===== src/rtl/lzx_gate_pkg.sv =====
// Shared constants for the gate-library counter blocks: direction encoding and default width.
package lzx_gate_pkg;

   localparam logic LZX_DIR_UP    = 1'b0;
   localparam logic LZX_DIR_DN    = 1'b1;
   localparam int   LZX_CNT_WIDTH = 4;

endpackage


===== src/rtl/lzx_hc191_stage.sv =====
// One counter bit: loads d when ld is high, otherwise toggles when tog is high.
module lzx_hc191_stage
   import lzx_gate_pkg::*;
(
   input  logic clk,
   input  logic rst,
   input  logic tog,
   input  logic ld,
   input  logic d,
   output logic q
);

   always_ff @(posedge clk or posedge rst) begin
      if (rst)
         q <= 1'b0;
      else if (ld)
         q <= d;
      else if (tog)
         q <= ~q;
   end

endmodule


===== src/rtl/lzx_74hc191_counter.sv =====
// 74HC191-style synchronous presettable up/down counter with terminal count.
// Define LZX_HC191_RC_EN to add the registered active-low ripple-clock output nRC.
module lzx_74hc191_counter
   import lzx_gate_pkg::*;
#(
   parameter int WIDTH = LZX_CNT_WIDTH
)(
   input  logic             Clk,
   input  logic             Rd,
   input  logic             nCE,
   input  logic             DnU,
   input  logic             nPL,
   input  logic [WIDTH-1:0] D,
`ifdef LZX_HC191_RC_EN
   output logic             nRC,
`endif
   output logic [WIDTH-1:0] Q,
   output logic             TC
);

   logic [WIDTH-1:0] q_bits;
   logic [WIDTH-1:0] tog;
   logic [WIDTH-1:0] low_mask;

   // A bit toggles when every lower bit sits at the extreme for the current direction.
   always_comb begin
      tog      = '0;
      low_mask = '0;
      for (int i = 0; i < WIDTH; i++) begin
         if (DnU == LZX_DIR_DN)
            tog[i] = ~nCE & ((q_bits & low_mask) == '0);
         else
            tog[i] = ~nCE & ((q_bits & low_mask) == low_mask);
         low_mask[i] = 1'b1;
      end
   end

   for (genvar g = 0; g < WIDTH; g++) begin : g_stage
      lzx_hc191_stage u_stage (
         .clk (Clk),
         .rst (Rd),
         .tog (tog[g]),
         .ld  (~nPL),
         .d   (D[g]),
         .q   (q_bits[g])
      );
   end

   assign Q  = q_bits;
   assign TC = (DnU == LZX_DIR_DN) ? (q_bits == '0) : (&q_bits);

`ifdef LZX_HC191_RC_EN
   // Low for one cycle after an edge that counted through the terminal value.
   always_ff @(posedge Clk or posedge Rd) begin
      if (Rd)
         nRC <= 1'b1;
      else
         nRC <= ~(TC & ~nCE & nPL);
   end
`endif

endmodule


===== config.mk =====
export PLATFORM = sky130hd
export DESIGN_NAME = lzx_74hc191_counter
export DESIGN_NICKNAME = d
export VERILOG_FILES = /design/src/rtl/lzx_gate_pkg.sv /design/src/rtl/lzx_hc191_stage.sv /design/src/rtl/lzx_74hc191_counter.sv
export SDC_FILE = /design/constraint.sdc
export NUM_CORES = 1
export LEC_CHECK = 0
export CORE_AREA = 2 2 39 41
export DETAILED_ROUTE_END_ITERATION = 10
export DIE_AREA = 0 0 41 43
export PLACE_DENSITY = 0.53
export SKIP_LAST_GASP = 1
export SLEW_MARGIN = 20
export SYNTH_ARGS = -nofsm -noshare
export SYNTH_HDL_FRONTEND = slang
export SYNTH_HIERARCHICAL = 1
export SYNTH_SLANG_ARGS = --single-unit

===== constraint.sdc =====
create_clock -name Clk -period 2.7 [get_ports Clk]
set_input_delay 0.27 -clock Clk [delete_from_list [all_inputs] [get_ports Clk]]
set_output_delay 0.27 -clock Clk [all_outputs]
set_load 0.005 [all_outputs]

==> results of run 1 <==
## layout make-up
type,count,area [sq um],share of cell area
Multi-Input combinational cell,21,145.1,0.3295
Timing Repair Buffer,13,130.1,0.2955
Sequential cell,4,100.1,0.2273
Inverter,6,22.52,0.05114
Tap cell,16,20.02,0.04545
Clock buffer,3,22.52,0.05114
## worst max path at each step
stage,from,to,slack (ps),cells past startpoint
final,DnU,TC,500,4
after global routing,DnU,TC,430,4
after CTS,DnU,TC,490,4
after detailed placement,DnU,TC,490,4
after global placement,DnU,TC,510,4
after floorplan,g_stage[0].u_stage/q,g_stage[3].u_stage/q,1270,4
## logic make-up (layout without fill, tap and decap cells)
kind of cell / after synthesis / count (layout) / share of synthesized area
buffers and inverters: 6 / 22 / 0.08411
AND/OR/NAND/NOR: 9 / 9 / 0.2149
multiplexers: 1 / 1 / 0.03738
XOR/XNOR: 5 / 5 / 0.1635
flip-flops: 4 / 4 / 0.3738
AO/OA/AOI/OAI: 6 / 6 / 0.1262
## placed cells by master, fill, tap and decap left out
master,count
a21oi_1,1
a21oi_2,1
clkbuf_4,3
clkdlybuf4s50_1,13
dfrtp_1,4
inv_1,6
mux2i_1,1
nand2_1,4
nand3b_1,1
nand4b_1,1
nor2_1,1
o21ai_1,4
or3b_2,1
or4b_4,1
xnor2_1,5
## per-layer routing
layer  global-route usage  wire length (um)  vias to the layer above
met3              0.06806                73                        0
met2               0.1031               218                       13
met5                    0                 0                        -
li1                     -                 -                      132
met4              0.04000                 0                        0
met1              0.09772               251                      109
## stage by stage
stage          std cells  total power [mW]  utilization  area (sq um)
2_1_floorplan         31            0.1106            -         267.8
3_3_place_gp          60            0.1479       0.3020         417.9
3_5_place_dp          60            0.1472       0.3020         417.9
4_1_cts               63            0.2237       0.3183         440.4
5_1_grt               63            0.2351       0.3183         440.4
6_report              63            0.2196       0.3183         440.4
## power breakdown
part | switching, mW | internal [mW]
registers | 0.0128 | 0.0685
clock network | 0.0238 | 0.0497
logic | 0.0206 | 0.0442
total | 0.0573 | 0.162
## worst max-delay path: stages
cell             delay, ps
clkdlybuf4s50_1        530
or4b_4                 490
mux2i_1                130
clkdlybuf4s50_1        510
==> reports/results.txt, run 1 <==
Count leader, synth - inv_1
Worst-path clk slew - 40 ps
Post-synth EDFFs - 0
Routed Antenna Nets - 0
Synth top cells by count - inv_1 (6), xnor2_1 (5), dfrtp_1 (4), nand2_1 (4), o21ai_1 (4)
Worst Slack Setup Final - 499.0 ps
Async SR Flop Fraction - 1.000
Clk sink count - 4
Top cell type's share of synthesized area - 0.3738
Initial core utilization - 0.1935
Fin crit share - 0.8152
Syn Nets - 40
Final setup fails - 0
Min Clock Period, post-route - 2201 ps
CTS tree - done
Top cells by area, synth - dfrtp_1 (37%), xnor2_1 (16%), inv_1 (8.4%)
Buffers added on ports - 13
Largest net degree at the start of global routing - 9
Setup TNS - 0 ps
DP Worst Slack - 486.9 ps
Worst VDD drop - 236.2 uV
Die width - 41 um
Synthesized area per cell - 8.637 sq um
Status - complete, no violations
Root Buffer - clkbuf_4
Tightest Hold Check Type - in -> async
Crit path max fanout - 5
Row cnt - 14
Unrepaired setup endpoints after global routing - false
Die area - 0.001763 sq mm
Maximum clock frequency - 0.4543 GHz
Worst Clk Skew - 1.390 ps
Largest Register - g_stage.u_stage/q
Hold slack final - 262.5 ps
Hold Violations, Final - 0
Via density - 4.032
Ys Warns - 6
Setup bufs post-CTS - 0
Rel. slew slack - 0.8309
H-tree depth - 1
Share of layout cells above drive strength 1 - 0.1277
Longest Clk Path Bufs - 2
Vias in the first global route - 247
Slew Viols, Final - 0
WS Path Type - in -> out
DR WL/cell - 8.619 um
Area leader, netlist - dfrtp_1
RR Startpoint - g_stage[0].u_stage/q
Grt total ovfl - 0
Post-synth top flop - dfrtp_1
Worst Tran Pin Value - 253.7 ps
DRT iter0 DRCs - 3
Fillers - 164
Initial antenna violation count - 0
Via Count - 254
Overall Global Routing Usage - 0.08266
WP data required - 2430 ps
Mapped Cells - 31
Worst endpoint data arrival time - 1930 ps
Synth cell types - 13
Area growth syn-to-layout - 64.49%
Cell Pwr Density - 498.5 mW/mm^2
DRC - 0
Max_cap viols - 0
I/O pin total - 14
Core area - 0.001384 sq mm
Largest registers - g_stage.u_stage/q (4)
R2R setup slack - 1200 ps
Leakage power total - 0.1857 nW
Clk_lat worst skew - 230 ps
#FFs+latches synth - 4
Die H - 43 um
Largest register FFs - 4
Part of the Yosys area used for sequential elements - 0.3738
Ant diodes - 0
CP startpoint kind - input pin
First-pass GRT wire length - 938 um
CP endpoint kind - output port
Synthesized cell area - 267.8 sq um
Fin nets - 58
Total CTS buffers - 3
Routed Wire Length - 543 um
DRT Pass-1 Iters - 2
# hold bufs at CTS - 0
CTS resizes - 0
RR Endpoint - g_stage[3].u_stage/q
GP Congestion - 0.6314
FF-to-FF path depth - 4
Power figures use the tool's default switching activity.
==> run 2, diff against run 1 <==
==> constraint.sdc (replaced) <==
create_clock -name Clk -period 2.1 [get_ports Clk]
set_input_delay 0.21 -clock Clk [delete_from_list [all_inputs] [get_ports Clk]]
set_output_delay 0.21 -clock Clk [all_outputs]
set_load 0.005 [all_outputs]
==> reports/results.txt, run 2 (synthesized netlist as in run 1, its figures left out) <==
Core area - 0.001384 sq mm (unchanged)
Cell Pwr Density - 625.7 mW/mm^2 (+26%)
I/O pin total - 14 (unchanged)
Fin crit share - 0.7833
Area growth syn-to-layout - 74.30%
Hold slack final - 212.0 ps (-50.45 ps)
Routed Antenna Nets - 0 (unchanged)
Setup TNS - 0 ps (unchanged)
Total CTS buffers - 3 (unchanged)
First-pass GRT wire length - 1076 um (+15%)
CTS tree - done
Via Count - 266 (+4.7%)
Leakage power total - 0.2165 nW (+17%)
Die area - 0.001763 sq mm (unchanged)
Rel. slew slack - 0.8538 (+0.02296)
Placed Area - 432.9 sq um (+3.6%)
Hold Violations, Final - 0 (unchanged)
Fillers - 163 (-0.61%)
Via density - 4.030 (about the same)
Unrepaired setup endpoints after global routing - false
RR Endpoint - g_stage[2].u_stage/q
Status - complete, no violations
Most common cell after layout, fill and taps aside - clkdlybuf4s50_1
DRC - 0 (unchanged)
Row cnt - 14 (unchanged)
# hold bufs at CTS - 0 (unchanged)
Share of layout cells above drive strength 1 - 0.2000 (+0.07234)
Clk_lat worst skew - 230 ps (about the same)
RR Startpoint - g_stage[1].u_stage/q
Ant diodes - 0 (unchanged)
Largest register FFs - 4 (unchanged)
Most frequent cells in the layout - clkdlybuf4s50_1 (12), inv_1 (6), xnor2_1 (5)
DRT Pass-1 Iters - 1 (-1)
CP max stage delay - 540 ps (about the same)
DR WL/cell - 8.894 um (+3.2%)
Root Buffer - clkbuf_4
Min Clock Period, post-route - 1645 ps
Fin nets - 61 (+5.2%)
Dpl hpwl - 483.8 um
Worst VDD drop - 218.6 uV (-7.5%)
Largest net degree at the start of global routing - 9 (unchanged)
Routed Wire Length - 587 um (+8.1%)
Die H - 43 um (unchanged)
Maximum clock frequency - 0.6079 GHz
Final core utilization - 0.3373 (+0.01899)
Overall Global Routing Usage - 0.09457 (+0.01191)
Worst-path clk slew - 40 ps (about the same)
Slew Viols, Final - 0 (unchanged)
Worst endpoint data arrival time - 1440 ps (-490 ps)
Initial antenna violation count - 0 (unchanged)
Critical path buffer and inverter count - 1 (-1)
Initial core utilization - 0.1935 (unchanged)
H-tree depth - 1 (unchanged)
DRT iter0 DRCs - 0 (-3)
Final Instance Area - 466.7 sq um (+6.0%)
CP Launch Point - g_stage[1].u_stage/q
R2R setup slack - 570 ps (-630 ps)
WP data required - 1890 ps (-540 ps)
Largest registers - g_stage.u_stage/q (4)
Crit path max fanout - 2 (-3)
CP startpoint kind - flip-flop
Buffers added on ports - 13 (unchanged)
Largest Register - g_stage.u_stage/q
Max_cap viols - 0 (unchanged)
Die width - 41 um (unchanged)
CP max-delay cell - or4b_4
Clk sink count - 4 (unchanged)
Worst Tran Pin Value - 219.0 ps (-34.68 ps)
Post-route insts no fill - 66 (+4.8%)
Worst Clk Skew - 0.9888 ps (-0.4014 ps)
Cell family with most CP delay - simple AND/OR/NAND/NOR gates
Final setup fails - 0 (unchanged)
FF-to-FF path depth - 5 (+1)
Vias in the first global route - 284 (+15%)
Grt total ovfl - 0 (unchanged)
Post-placement cell count - 62 (+3.3%)
Longest Clk Path Bufs - 2 (unchanged)
Tightest Hold Check Type - in -> async
Crit-path cells - or4b_4 -> mux2i_1 -> dlymetal6s2s_1
WS Path Type - reg -> out
GP Congestion - 0.6265 (-0.78%)
CP endpoint kind - output port
## run 2: cell count changes in the layout (fill, tap and decap cells not counted), sizes merged
cell,before,now
clkdlybuf4s50,13,12
dlymetal6s2s,0,1
buf,0,3
## run 2: layout make-up
| cell class | count | area (sq um) | area share |
|---|---|---|---|
| clock buffer | 3 | 22.52 | 0.04826 |
| multi-input combinational | 21 | 145.1 | 0.3110 |
| sequential | 4 | 101.3 | 0.2172 |
| tap | 16 | 20.02 | 0.04290 |
| timing repair buffer | 16 | 155.1 | 0.3324 |
| inverter | 6 | 22.52 | 0.04826 |
## run 2: per-layer routing
metal  global-route usage  vias up  share of wire
met5                    0        -              0
met4              0.08000        0              0
met3              0.03141        0          0.092
met2               0.1375       11           0.42
met1               0.1036      116           0.48
li1                     -      139              -
## run 2: power by group
part	internal (mW)	switching, mW
Clock	0.0639	0.0307
Combinational	0.0644	0.0352
Sequential	0.0886	0.00931
## run 2: repair_timing
action                                  CTS  global route
endpoints found under the setup margin    1             1
cloned                                    0             0
setup buffers                             1             0
resized for setup                         1             1
## run 2: stage by stage
stage	total power [mW]	setup WS, ps
final	0.2920	455.0
after global routing	0.3171	384.6
after CTS	0.3021	49.29
after detailed placement	0.1953	85.30
after global placement	0.1950	95.94
after floorplan	0.1422	670.8
## run 2: worst max-delay path by stage
stage	endpoint	slack (ps)	cells past startpoint
6_report	TC	450	3
5_1_grt	TC	380	3
4_1_cts	TC	50	3
3_5_place_dp	TC	90	4
3_3_place_gp	TC	100	4
2_1_floorplan	g_stage[3].u_stage/q	670	4
